## config.mk

```make
export PLATFORM = sky130hd
export DESIGN_NAME = noc_packet_tx_flat
export DESIGN_NICKNAME = d
export VERILOG_FILES = /design/src/rtl/noc_packet_tx_pkg.sv /design/src/rtl/noc_packet_tx_if.sv /design/src/rtl/noc_packet_tx_flit_out_reg.sv /design/src/rtl/noc_packet_tx.sv /design/src/flat_wrapper.sv
export SDC_FILE = /design/constraint.sdc
export NUM_CORES = 1
export LEC_CHECK = 0
export ABC_AREA = 1
export CORE_ASPECT_RATIO = 0.8
export CORE_UTILIZATION = 49
export DETAILED_ROUTE_END_ITERATION = 16
export PLACE_DENSITY = 0.86
export SYNTH_ARGS = -nofsm -noshare
export SYNTH_HDL_FRONTEND = slang
export SYNTH_SLANG_ARGS = --single-unit
```

## constraint.sdc

```tcl
create_clock -name noc_clk -period 4.7 [get_ports noc_clk]
set_clock_uncertainty 0.05 [all_clocks]
set_input_delay 0.94 -clock noc_clk [delete_from_list [all_inputs] [get_ports noc_clk]]
set_output_delay 0.94 -clock noc_clk [all_outputs]
set_load 0.01 [all_outputs]
```

## src/rtl/noc_packet_tx_pkg.sv

```systemverilog
// noc_packet_tx_pkg: shared constants for the NoC packet transmitter.
//   NOC_DATA_WIDTH  default flit / payload word width
//   CSUM_EN         1 when the checksum flit is built in
//   tx_state_e      transmitter FSM states
//   hdr_*_lsb()     header field positions: {dest, src, len, zero pad}, MSB-first
// Build option: NOC_TX_CHECKSUM_EN adds the CSUM state and the checksum flit.
package noc_packet_tx_pkg;

  localparam int unsigned NOC_DATA_WIDTH = 32;

`ifdef NOC_TX_CHECKSUM_EN
  localparam bit CSUM_EN = 1'b1;
  typedef enum logic [1:0] {ST_IDLE, ST_HEAD, ST_BODY, ST_CSUM} tx_state_e;
`else
  localparam bit CSUM_EN = 1'b0;
  typedef enum logic [1:0] {ST_IDLE, ST_HEAD, ST_BODY} tx_state_e;
`endif

  // Node ids (dest and src) share one width.
  function automatic int unsigned hdr_dest_lsb(int unsigned data_w, int unsigned dest_w);
    return data_w - dest_w;
  endfunction

  function automatic int unsigned hdr_src_lsb(int unsigned data_w, int unsigned dest_w);
    return data_w - 2 * dest_w;
  endfunction

  function automatic int unsigned hdr_len_lsb(int unsigned data_w, int unsigned dest_w,
                                              int unsigned len_w);
    return data_w - 2 * dest_w - len_w;
  endfunction

endpackage

```

## src/rtl/noc_packet_tx_if.sv

```systemverilog
// noc_packet_tx_if: descriptor, payload and router flit ports of the transmitter.
//   pkt_*     descriptor handshake (dest, body length)
//   pld_*     payload word handshake
//   sender_*  flit handshake towards the router local input
//   busy, pkt_sent  status
// Modports: master = transmitter, slave = core/router side.
interface noc_packet_tx_if
  import noc_packet_tx_pkg::*;
#(
  parameter int unsigned DATA_W  = NOC_DATA_WIDTH,
  parameter int unsigned DEST_W  = 4,
  parameter int unsigned MAX_LEN = 16
);
  localparam int unsigned LEN_W = $clog2(MAX_LEN + 1);

  logic              pkt_valid;
  logic              pkt_ready;
  logic [DEST_W-1:0] pkt_dest;
  logic [LEN_W-1:0]  pkt_len;
  logic              pld_valid;
  logic              pld_ready;
  logic [DATA_W-1:0] pld_data;
  logic              sender_valid;
  logic              sender_ready;
  logic [DATA_W-1:0] sender_flit;
  logic              sender_is_header;
  logic              sender_is_tail;
  logic              busy;
  logic              pkt_sent;

  modport master (
    input  pkt_valid, pkt_dest, pkt_len, pld_valid, pld_data, sender_ready,
    output pkt_ready, pld_ready, sender_valid, sender_flit, sender_is_header,
           sender_is_tail, busy, pkt_sent
  );

  modport slave (
    output pkt_valid, pkt_dest, pkt_len, pld_valid, pld_data, sender_ready,
    input  pkt_ready, pld_ready, sender_valid, sender_flit, sender_is_header,
           sender_is_tail, busy, pkt_sent
  );

endinterface

```

## src/rtl/noc_packet_tx_flit_out_reg.sv

```systemverilog
// noc_flit_out_reg: registered valid/ready flit output stage.
//   clk, rst_n        clock, synchronous active-low reset
//   push, push_*      flit + flags offered for loading this cycle
//   out_ready         downstream accepts
//   out_valid/flit/header/tail  registered outputs, held while stalled
//   load              register may take a new flit (empty or draining)
module noc_flit_out_reg #(
  parameter int unsigned DATA_W = 32
) (
  input  logic              clk,
  input  logic              rst_n,
  input  logic              push,
  input  logic [DATA_W-1:0] push_flit,
  input  logic              push_header,
  input  logic              push_tail,
  input  logic              out_ready,
  output logic              out_valid,
  output logic [DATA_W-1:0] out_flit,
  output logic              out_header,
  output logic              out_tail,
  output logic              load
);

  assign load = !out_valid || out_ready;

  always_ff @(posedge clk) begin
    if (!rst_n) begin
      out_valid  <= 1'b0;
      out_flit   <= '0;
      out_header <= 1'b0;
      out_tail   <= 1'b0;
    end else if (load) begin
      out_valid  <= push;
      out_header <= push && push_header;
      out_tail   <= push && push_tail;
      if (push) out_flit <= push_flit;
    end
  end

endmodule

```

## src/rtl/noc_packet_tx.sv

```systemverilog
// noc_packet_tx: NoC endpoint transmitter. Serialises a descriptor plus payload
// words into header, body flits and (optionally) a checksum flit.
//   noc_clk, noc_rst_n  clock, synchronous active-low reset
//   bus (master)        pkt_*, pld_*, sender_*, busy, pkt_sent
// Build option: NOC_TX_CHECKSUM_EN appends CSUM = XOR(header, body) as the tail.
module noc_packet_tx
  import noc_packet_tx_pkg::*;
#(
  parameter int unsigned DATA_W  = NOC_DATA_WIDTH,
  parameter int unsigned DEST_W  = 4,
  parameter int unsigned SRC_ID  = 0,
  parameter int unsigned MAX_LEN = 16
) (
  input logic            noc_clk,
  input logic            noc_rst_n,
  noc_packet_tx_if.master bus
);

  localparam int unsigned LEN_W    = $clog2(MAX_LEN + 1);
  localparam int unsigned DEST_LSB = hdr_dest_lsb(DATA_W, DEST_W);
  localparam int unsigned SRC_LSB  = hdr_src_lsb(DATA_W, DEST_W);
  localparam int unsigned LEN_LSB  = hdr_len_lsb(DATA_W, DEST_W, LEN_W);
  localparam logic [LEN_W-1:0]  MAX_LEN_V = LEN_W'(MAX_LEN);
  localparam logic [DEST_W-1:0] SRC_V     = DEST_W'(SRC_ID);

  function automatic logic [DATA_W-1:0] pack_hdr(logic [DEST_W-1:0] d, logic [LEN_W-1:0] l);
    logic [DATA_W-1:0] h;
    h = '0;
    h[DEST_LSB +: DEST_W] = d;
    h[SRC_LSB  +: DEST_W] = SRC_V;
    h[LEN_LSB  +: LEN_W]  = l;
    return h;
  endfunction

  tx_state_e         state;
  logic [DEST_W-1:0] dest_q;
  logic [LEN_W-1:0]  len_q;
  logic [LEN_W-1:0]  rem_q;
  logic [LEN_W-1:0]  in_len;
  logic              load;
  logic              push;
  logic [DATA_W-1:0] push_flit;
  logic              push_hdr;
  logic              push_tail;
  logic              pkt_ready_c;
  logic              pld_ready_c;
  logic              pkt_acc;
  logic              b2b;
  tx_state_e         done_state;

`ifdef NOC_TX_CHECKSUM_EN
  logic [DATA_W-1:0] csum_q;
`endif

  // Header is pushed straight from IDLE so it appears the cycle after accept.
  // A descriptor taken while the previous tail is loading parks in HEAD.
  always_comb begin
    in_len      = (bus.pkt_len > MAX_LEN_V) ? MAX_LEN_V : bus.pkt_len;
    push        = 1'b0;
    push_flit   = '0;
    push_hdr    = 1'b0;
    push_tail   = 1'b0;
    pkt_ready_c = 1'b0;
    pld_ready_c = 1'b0;
    unique case (state)
      ST_IDLE: begin
        pkt_ready_c = load;
        if (load && bus.pkt_valid) begin
          push      = 1'b1;
          push_flit = pack_hdr(bus.pkt_dest, in_len);
          push_hdr  = 1'b1;
          push_tail = !CSUM_EN && (in_len == '0);
        end
      end
      ST_HEAD: begin
        if (load) begin
          push        = 1'b1;
          push_flit   = pack_hdr(dest_q, len_q);
          push_hdr    = 1'b1;
          push_tail   = !CSUM_EN && (len_q == '0);
          pkt_ready_c = push_tail;
        end
      end
      ST_BODY: begin
        pld_ready_c = load;
        if (load && bus.pld_valid) begin
          push        = 1'b1;
          push_flit   = bus.pld_data;
          push_tail   = !CSUM_EN && (rem_q == LEN_W'(1));
          pkt_ready_c = push_tail;
        end
      end
`ifdef NOC_TX_CHECKSUM_EN
      ST_CSUM: begin
        pkt_ready_c = load;
        if (load) begin
          push      = 1'b1;
          push_flit = csum_q;
          push_tail = 1'b1;
        end
      end
`endif
      default: ;
    endcase
    pkt_acc = pkt_ready_c && bus.pkt_valid;
    b2b     = pkt_acc && (state != ST_IDLE);
`ifdef NOC_TX_CHECKSUM_EN
    done_state = ST_CSUM;
`else
    done_state = b2b ? ST_HEAD : ST_IDLE;
`endif
  end

  assign bus.pkt_ready = pkt_ready_c;
  assign bus.pld_ready = pld_ready_c;
  assign bus.busy      = (state != ST_IDLE) || bus.sender_valid;

  always_ff @(posedge noc_clk) begin
    if (!noc_rst_n) begin
      state        <= ST_IDLE;
      dest_q       <= '0;
      len_q        <= '0;
      rem_q        <= '0;
      bus.pkt_sent <= 1'b0;
    end else begin
      bus.pkt_sent <= bus.sender_valid && bus.sender_ready && bus.sender_is_tail;
      if (pkt_acc) begin
        dest_q <= bus.pkt_dest;
        len_q  <= in_len;
      end
      unique case (state)
        ST_IDLE: if (pkt_acc) begin
          rem_q <= in_len;
          if (in_len != '0) state <= ST_BODY;
          else if (CSUM_EN) state <= done_state;
        end
        ST_HEAD: if (push) begin
          rem_q <= len_q;
          state <= (len_q == '0) ? done_state : ST_BODY;
        end
        ST_BODY: if (push) begin
          rem_q <= rem_q - LEN_W'(1);
          if (rem_q == LEN_W'(1)) state <= done_state;
        end
`ifdef NOC_TX_CHECKSUM_EN
        ST_CSUM: if (push) state <= pkt_acc ? ST_HEAD : ST_IDLE;
`endif
        default: state <= ST_IDLE;
      endcase
    end
  end

`ifdef NOC_TX_CHECKSUM_EN
  // Header restarts the running XOR; every other pushed flit folds in.
  always_ff @(posedge noc_clk) begin
    if (!noc_rst_n)    csum_q <= '0;
    else if (push)     csum_q <= push_hdr ? push_flit : (csum_q ^ push_flit);
  end
`endif

  noc_flit_out_reg #(.DATA_W(DATA_W)) u_out_reg (
    .clk         (noc_clk),
    .rst_n       (noc_rst_n),
    .push        (push),
    .push_flit   (push_flit),
    .push_header (push_hdr),
    .push_tail   (push_tail),
    .out_ready   (bus.sender_ready),
    .out_valid   (bus.sender_valid),
    .out_flit    (bus.sender_flit),
    .out_header  (bus.sender_is_header),
    .out_tail    (bus.sender_is_tail),
    .load        (load)
  );

endmodule
```

## src/flat_wrapper.sv

```systemverilog
// flat-port wrapper written by rule: the top's interface ports become plain ports
module noc_packet_tx_flat import noc_packet_tx_pkg::*;
#(
  parameter int unsigned DATA_W  = NOC_DATA_WIDTH,
  parameter int unsigned DEST_W  = 4,
  parameter int unsigned SRC_ID  = 0,
  parameter int unsigned MAX_LEN = 16
)
  (noc_clk, noc_rst_n, bus_pkt_valid, bus_pkt_dest, bus_pkt_len, bus_pld_valid, bus_pld_data, bus_sender_ready, bus_pkt_ready, bus_pld_ready, bus_sender_valid, bus_sender_flit, bus_sender_is_header, bus_sender_is_tail, bus_busy, bus_pkt_sent);
  noc_packet_tx_if #(.DATA_W(DATA_W), .DEST_W(DEST_W), .MAX_LEN(MAX_LEN)) bus_i ();
  input logic noc_clk;
  input logic noc_rst_n;
  input wire logic [$bits(bus_i.pkt_valid)-1:0] bus_pkt_valid;
  input wire logic [$bits(bus_i.pkt_dest)-1:0] bus_pkt_dest;
  input wire logic [$bits(bus_i.pkt_len)-1:0] bus_pkt_len;
  input wire logic [$bits(bus_i.pld_valid)-1:0] bus_pld_valid;
  input wire logic [$bits(bus_i.pld_data)-1:0] bus_pld_data;
  input wire logic [$bits(bus_i.sender_ready)-1:0] bus_sender_ready;
  output wire logic [$bits(bus_i.pkt_ready)-1:0] bus_pkt_ready;
  output wire logic [$bits(bus_i.pld_ready)-1:0] bus_pld_ready;
  output wire logic [$bits(bus_i.sender_valid)-1:0] bus_sender_valid;
  output wire logic [$bits(bus_i.sender_flit)-1:0] bus_sender_flit;
  output wire logic [$bits(bus_i.sender_is_header)-1:0] bus_sender_is_header;
  output wire logic [$bits(bus_i.sender_is_tail)-1:0] bus_sender_is_tail;
  output wire logic [$bits(bus_i.busy)-1:0] bus_busy;
  output wire logic [$bits(bus_i.pkt_sent)-1:0] bus_pkt_sent;
  assign bus_i.pkt_valid = bus_pkt_valid;
  assign bus_i.pkt_dest = bus_pkt_dest;
  assign bus_i.pkt_len = bus_pkt_len;
  assign bus_i.pld_valid = bus_pld_valid;
  assign bus_i.pld_data = bus_pld_data;
  assign bus_i.sender_ready = bus_sender_ready;
  assign bus_pkt_ready = bus_i.pkt_ready;
  assign bus_pld_ready = bus_i.pld_ready;
  assign bus_sender_valid = bus_i.sender_valid;
  assign bus_sender_flit = bus_i.sender_flit;
  assign bus_sender_is_header = bus_i.sender_is_header;
  assign bus_sender_is_tail = bus_i.sender_is_tail;
  assign bus_busy = bus_i.busy;
  assign bus_pkt_sent = bus_i.pkt_sent;
  noc_packet_tx #(.DATA_W(DATA_W), .DEST_W(DEST_W), .SRC_ID(SRC_ID), .MAX_LEN(MAX_LEN)) u_core (.noc_clk(noc_clk), .noc_rst_n(noc_rst_n), .bus(bus_i));
endmodule
```

==> results.md, run 1 <==
- Port bufs: 84
- Clock power frac: 15.6%
- Post-CTS setup buffer count: 0
- Total grt overflow: 0
- Antenna diode count: 0
- Tmin final: 3560 ps
- Die Width: 81.4 um
- # IOs: 85
- Post-Syn Area per Cell: 7.31 sq um
- Detailed router's first-iteration violation count: 213
- Syn_nets: 391
- Slew headroom: 46.2%
- DRT Pass-1 Iters: 4
- Largest net degree at the start of global routing: 33
- Drt wl/cell: 13.9 um
- Total track usage: 26.5%
- Leakage: 0.00133 uW
- CTS Hold Bufs: 0
- Share of layout cells above drive strength 1: 6.27%
- Post-Synthesis Cells: 338
- Seq pwr share: 36.1%
- GPL Wtd Cong: 0.867
- Global-route wire length before repair: 10800 um
- Synth-to-Final Area Change: 37.7%
- Synthesized flop and latch total: 52
- Period utilisation layout: 75.6%
- Initial antenna violation count: 0
- Fin nets: 467
- H-tree Lvls: 2
- Die height: 65.5 um
- Cell-internal power: 1010 uW
- Maximum VDD drop: 266 uV
- Switching share of total power: 40.2%
- Initial Util: 52.5%
- Register area: 0.00104 sq mm
- Number of distinct library cells after synthesis: 25
- Max Buffers Root-to-Sink: 2
- DR vias: 2542
- Non-filler instance count after layout: 475
- Hold crit path type: reg -> reg
- Tot Pwr: 1690 uW
- Register area share after synthesis: 42.1%
- Max Clock Freq: 281 MHz
- Core ar.: 0.00471 sq mm
- Worst-Margin Slew: 804 ps
- Multi-input gate area: 0.00122 sq mm
- Root Driver: clkbuf_8
- Via density: 5.35
- CTS tree: yes
- Setup violations, final: 0
- Clk_lat worst skew: 300 ps
- Critical Path RT: 3710 ps
- Max cap viols: 0
- DRC: 0
- Vias in the first global route: 2407
- Cells after DPL: 467
- Crit end category: output pin
- Fin. max-slew vios: 0
- Cts repair resizes: 0
- Crit path max fanout: 6
- CTS Buf Count: 5
- Comb pwr share: 48.3%
- CP arrival: 2570 ps
- Syn Std Cell Area: 0.00247 sq mm
- Post-DP HPWL: 4730 um
- Setup TNS Final: 0 ps
- Wirelength, routed: 6590 um
- # fillers: 392
- Pwr per Cell Area: 498 mW/mm^2
- Sink Count: 52
- Std cell rows: 22
- Final ANT Viol Nets: 0
- Final Hold Fails: 0
- Die area: 0.00533 sq mm
- Clk pin slew, worst setup/hold paths: 90 ps
- YS warnings: 0
- Outcome: finished clean
- RSZ-0062 raised after global routing: false
- P_sw: 682 uW
- CP Launch Type: primary input
- Crit Path Class: in -> out
-- per-layer routing --
metal / share of wire (%) / global-route usage, %
met5: 0 / 0
met4: 1.9 / 10.5
met3: 8.3 / 7.92
met2: 47 / 42.3
met1: 43 / 33.1
-- final cells by class --
class / count / share of cell area (%)
clock buffer: 7 / 2.54
tap: 60 / 2.21
multi-input combinational: 238 / 36.0
inverter: 32 / 3.53
sequential: 52 / 30.6
timing repair buffer: 85 / 24.9
clock inverter: 1 / 0.221
-- flip-flops by register name (all words and copies together) (netlist names) --
register,flops
u_core.bus.pkt_sent,1
u_core.rem_q,5
u_core.len_q,5
u_core.u_out_reg.out_flit,32
u_core.dest_q,4
u_core.u_out_reg.out_header,1
u_core.state,2
u_core.u_out_reg.out_tail,1
u_core.u_out_reg.out_valid,1
-- worst paths after layout --
path,start,to,slack (ps),cells after the start
min reg2reg,u_core.dest_q[0],u_core.dest_q[0],410,2
max reg2reg,u_core.state[0],u_core.rem_q[4],2620,9
min,u_core.dest_q[0],u_core.dest_q[0],410,2
max,bus_sender_ready,bus_pkt_ready,1140,10
-- power by group through the flow --
stage | combinational (uW) | sequential [uW] | clock (uW)
2_1_floorplan | 517 | 639 | 0
3_5_place_dp | 812 | 619 | 0
5_1_grt | 910 | 624 | 293
4_1_cts | 818 | 611 | 269
3_3_place_gp | 794 | 615 | 0
6_report | 818 | 611 | 264
-- worst max-delay path, stage by stage --
cell,delay (ps)
clkdlybuf4s50_1,510
inv_2,60
nand2_4,90
nand2_2,70
inv_1,80
nand2_1,80
nand3_2,90
nand2_1,50
inv_1,70
clkdlybuf4s50_1,530
-- kinds of logic (layout without fill, tap and decap cells) --
logic type | after synthesis | count (layout) | synth area share, %
flip-flops | 52 | 52 | 42.1
buffers and inverters | 48 | 125 | 8.35
AND/OR/NAND/NOR | 136 | 136 | 24.6
adder cells (fa/ha/maj) | 7 | 7 | 3.54
AO/OA/AOI/OAI | 95 | 95 | 21.4
-- cells in the final DEF, fill, tap and decap left out, drive strengths merged --
cell type,instances
nand3b,1
nand2,73
o221ai,3
nand3,39
a22oi,2
nor2,23
clkinvlp,1
o21ai,31
a21oi,55
ha,7
dfxtp,52
inv,32
clkdlybuf4s50,84
buf,1
o22ai,2
clkbuf,7
a41oi,2
-- metrics by stage --
step	setup WS [ps]	hold slack, ps	utilization [%]	instance area, sq um
after floorplan	2220	374	-	2470
after global placement	1200	384	70.3	3310
after detailed placement	1150	393	70.3	3310
after CTS	1140	409	72.3	3400
after global routing	1040	434	72.3	3400
final	1140	406	72.3	3400
-- synthesized netlist by cell type (all sizes together) --
master	n	area share, %
nor2	23	3.5
o21ai	31	6.3
inv	32	4.9
nand2	73	12
ha	7	3.5
nand3	39	8.9
buf	8	2.3
a41oi	2	0.71
a22oi	2	0.61
nand3b	1	0.30
clkbuf	8	1.2
dfxtp	52	42
o22ai	2	0.51
o221ai	3	1.1
a21oi	55	12
No activity file was read; power rests on OpenSTA's default activity.
==> run 2, diff against run 1 <==
--- a/config.mk
+++ b/config.mk
@@ -7,9 +7,9 @@
 export LEC_CHECK = 0
 export ABC_AREA = 1
 export CORE_ASPECT_RATIO = 0.8
-export CORE_UTILIZATION = 49
+export CORE_UTILIZATION = 41
 export DETAILED_ROUTE_END_ITERATION = 16
-export PLACE_DENSITY = 0.86
+export PLACE_DENSITY = 0.76
 export SYNTH_ARGS = -nofsm -noshare
 export SYNTH_HDL_FRONTEND = slang
 export SYNTH_SLANG_ARGS = --single-unit
==> constraint.sdc (replaced) <==
create_clock -name noc_clk -period 3 [get_ports noc_clk]
set_clock_uncertainty 0.05 [all_clocks]
set_input_delay 0.6 -clock noc_clk [delete_from_list [all_inputs] [get_ports noc_clk]]
set_output_delay 0.6 -clock noc_clk [all_outputs]
set_load 0.01 [all_outputs]
==> run 2 against run 1 <==
Compared with the run above: utilization decreased by 11 points; via count fell by 1.3%; clock power increased by 51%; sequential share of layout area fell by 0.28 points; largest power group unchanged; first-iteration DRC count shrank 26%; die area grew 19%; highest routed layer unchanged; count of clock-buffer cells in the layout down 2; final cell count rose by 4.2%; flip-flop and latch count did not move; combinational power rose by 58%; critical path depth did not move; hold slack got worse by 1.1 ps.
==> results.md, run 2 (synthesized netlist as in run 1, its figures left out) <==
- Root Driver: clkbuf_8
- Die area: 0.00634 sq mm (+19%)
- Drt wl/cell: 13.8 um (-0.56%)
- Core ar.: 0.00562 sq mm (+19%)
- Die height: 71.4 um (+9.0%)
- Largest register FFs: 32 (unchanged)
- Non-filler instance count after layout: 495 (+4.2%)
- GPL Wtd Cong: 0.860 (-0.89%)
- R2R cell count: 9 (unchanged)
- Critical Path RT: 2350 ps (-1360 ps)
- Final Hold Fails: 0 (unchanged)
- Total track usage: 22.6% (-3.9 points)
- Fin. max-slew vios: 0 (unchanged)
- Max Buffers Root-to-Sink: 2 (unchanged)
- Crit path max fanout: 6 (unchanged)
- Setup violations, final: 0 (unchanged)
- # IOs: 85 (unchanged)
- Sink Count: 52 (unchanged)
- RSZ-0062 raised after global routing: false
- Initial antenna violation count: 0 (unchanged)
- Setup TNS Final: 0 ps (unchanged)
- Period utilisation layout: 96.0%
- Finished Core Util: 61.1% (-11 points)
- Port bufs: 84 (unchanged)
- CTS Hold Bufs: 0 (unchanged)
- Tmin final: 2880 ps
- Worst Hold Endpoint: u_core.dest_q[1]
- Crit end category: output pin
- Pwr per Cell Area: 772 mW/mm^2 (+55%)
- Share of layout cells above drive strength 1: 6.95% (+0.69 points)
- Cells after DPL: 487 (+4.3%)
- Via density: 5.07 (-5.2%)
- Clk pin slew, worst setup/hold paths: 100 ps (about the same)
- Post-DP HPWL: 4860 um (+2.8%)
- CP Launch Type: primary input
- Regs by FF count: u_core.u_out_reg.out_flit x32, u_core.len_q x5, u_core.rem_q x5
- Final ANT Viol Nets: 0 (unchanged)
- Clk_lat worst skew: 300 ps (about the same)
- Largest net degree at the start of global routing: 33 (unchanged)
- Hold crit path type: reg -> reg
- DRC: 0 (unchanged)
- Fin nets: 469 (+0.43%)
- Max cap viols: 0 (unchanged)
- Cts repair resizes: 0 (unchanged)
- R2R setup slack: 900 ps (-1720 ps)
- Post-CTS setup buffer count: 0 (unchanged)
- Vias in the first global route: 2372 (-1.5%)
- Reg2Reg Launch Point: u_core.state[0]
- H-tree Lvls: 2 (unchanged)
- Outcome: finished clean
- CTS tree: yes
- Worst-Margin Slew: 515 ps (-289 ps)
- Maximum VDD drop: 517 uV (+95%)
- Slew headroom: 65.6% (+19 points)
- Synth-to-Final Area Change: 38.9%
- Wirelength, routed: 6830 um (+3.6%)
- Global-route wire length before repair: 11200 um (+4.3%)
- Initial Util: 44.0% (-8.5 points)
- Commonest non-fill, non-tap cell in the layout: clkdlybuf4s50_1
- Hold path depth: 2 (unchanged)
- Detailed router's first-iteration violation count: 158 (-26%)
- CP arrival: 2230 ps (-340 ps)
- Most frequent cells in the layout: clkdlybuf4s50_1 (84), nand2_1 (69), a21oi_1 (52), dfxtp_1 (52), nand3_1 (34)
- Max Clock Freq: 347 MHz
- Std cell rows: 24 (+9.1%)
- Die Width: 88.8 um (+9.1%)
- Reg-to-reg endpoint: u_core.rem_q[3]
- Crit Path Class: in -> out
- # fillers: 509 (+30%)
- Antenna diode count: 0 (unchanged)
- CTS Buf Count: 5 (unchanged)
- Critical hold path startpoint: u_core.dest_q[1]
- DRT Pass-1 Iters: 5 (+1)
- Biggest register: u_core.u_out_reg.out_flit
- Leakage: 0.00134 uW (+0.93%)
- DR vias: 2510 (-1.3%)
- Total grt overflow: 0 (unchanged)
run 2: final cells by class:
cell class / count / area (sq um) / area share (%)
repair buffers: 87 / 863 / 25.1
well taps: 78 / 97.6 / 2.84
flip-flops and latches: 52 / 1040 / 30.3
multi-input cells: 238 / 1220 / 35.6
clock inverters: 3 / 18.8 / 0.547
inverters: 32 / 120 / 3.50
clock buffers: 5 / 68.8 / 2.00
run 2: worst max path at each step:
stage                         end  slack, ps              from  cells after the start
finish              bus_pkt_ready        120  bus_sender_ready                     10
global route        bus_pkt_ready         10  bus_sender_ready                     10
CTS                 bus_pkt_ready        130  bus_sender_ready                     10
detailed placement  bus_pkt_ready        140  bus_sender_ready                     10
global placement    bus_pkt_ready        180  bus_sender_ready                     10
floorplan           bus_pkt_ready       1200  bus_sender_ready                      8
run 2: power breakdown:
group | leakage, uW | internal, uW | switching [uW]
combinational | 0.000869 | 542 | 750
sequential | 0.000425 | 857 | 101
clock | 0.0000479 | 163 | 235
total | 0.00134 | 1560 | 1090
run 2: per-layer routing:
| metal | wire (um) | vias up | GRT usage [%] |
|---|---|---|---|
| li1 | - | 1281 | - |
| met1 | 3120 | 1142 | 31.7 |
| met2 | 3140 | 79 | 34.7 |
| met3 | 515 | 8 | 6.34 |
| met4 | 57 | 0 | 4.84 |
| met5 | 0 | - | 0 |
run 2: critical path, stage by stage:
cell             delay (ps)
clkdlybuf4s50_1         500
inv_2                    50
nand2_4                  90
nand3_2                 110
inv_2                    70
nand2_1                  80
nand3_2                  90
nand2_1                  50
inv_1                    60
clkdlybuf4s50_1         520
run 2: metrics by stage:
stage               setup WS [ps]  hold WS (ps)  power, uW  cell area (sq um)
floorplan                    1200           374       1810               2470
CTS                           129           407       2650               3430
global route                 11.1           430       2850               3430
global placement              184           386       2230               3350
detailed placement            139           393       2250               3350
finish                        119           405       2650               3430
==> run 3, diff against run 2 <==
--- a/config.mk
+++ b/config.mk
@@ -8,6 +8,7 @@
 export ABC_AREA = 1
 export CORE_ASPECT_RATIO = 0.8
 export CORE_UTILIZATION = 41
+export CTS_CLUSTER_SIZE = 10
 export DETAILED_ROUTE_END_ITERATION = 16
 export PLACE_DENSITY = 0.76
 export SYNTH_ARGS = -nofsm -noshare
==> results of run 3 <==
Same layout as run 2: the final DEF is identical, and so are final timing and power.
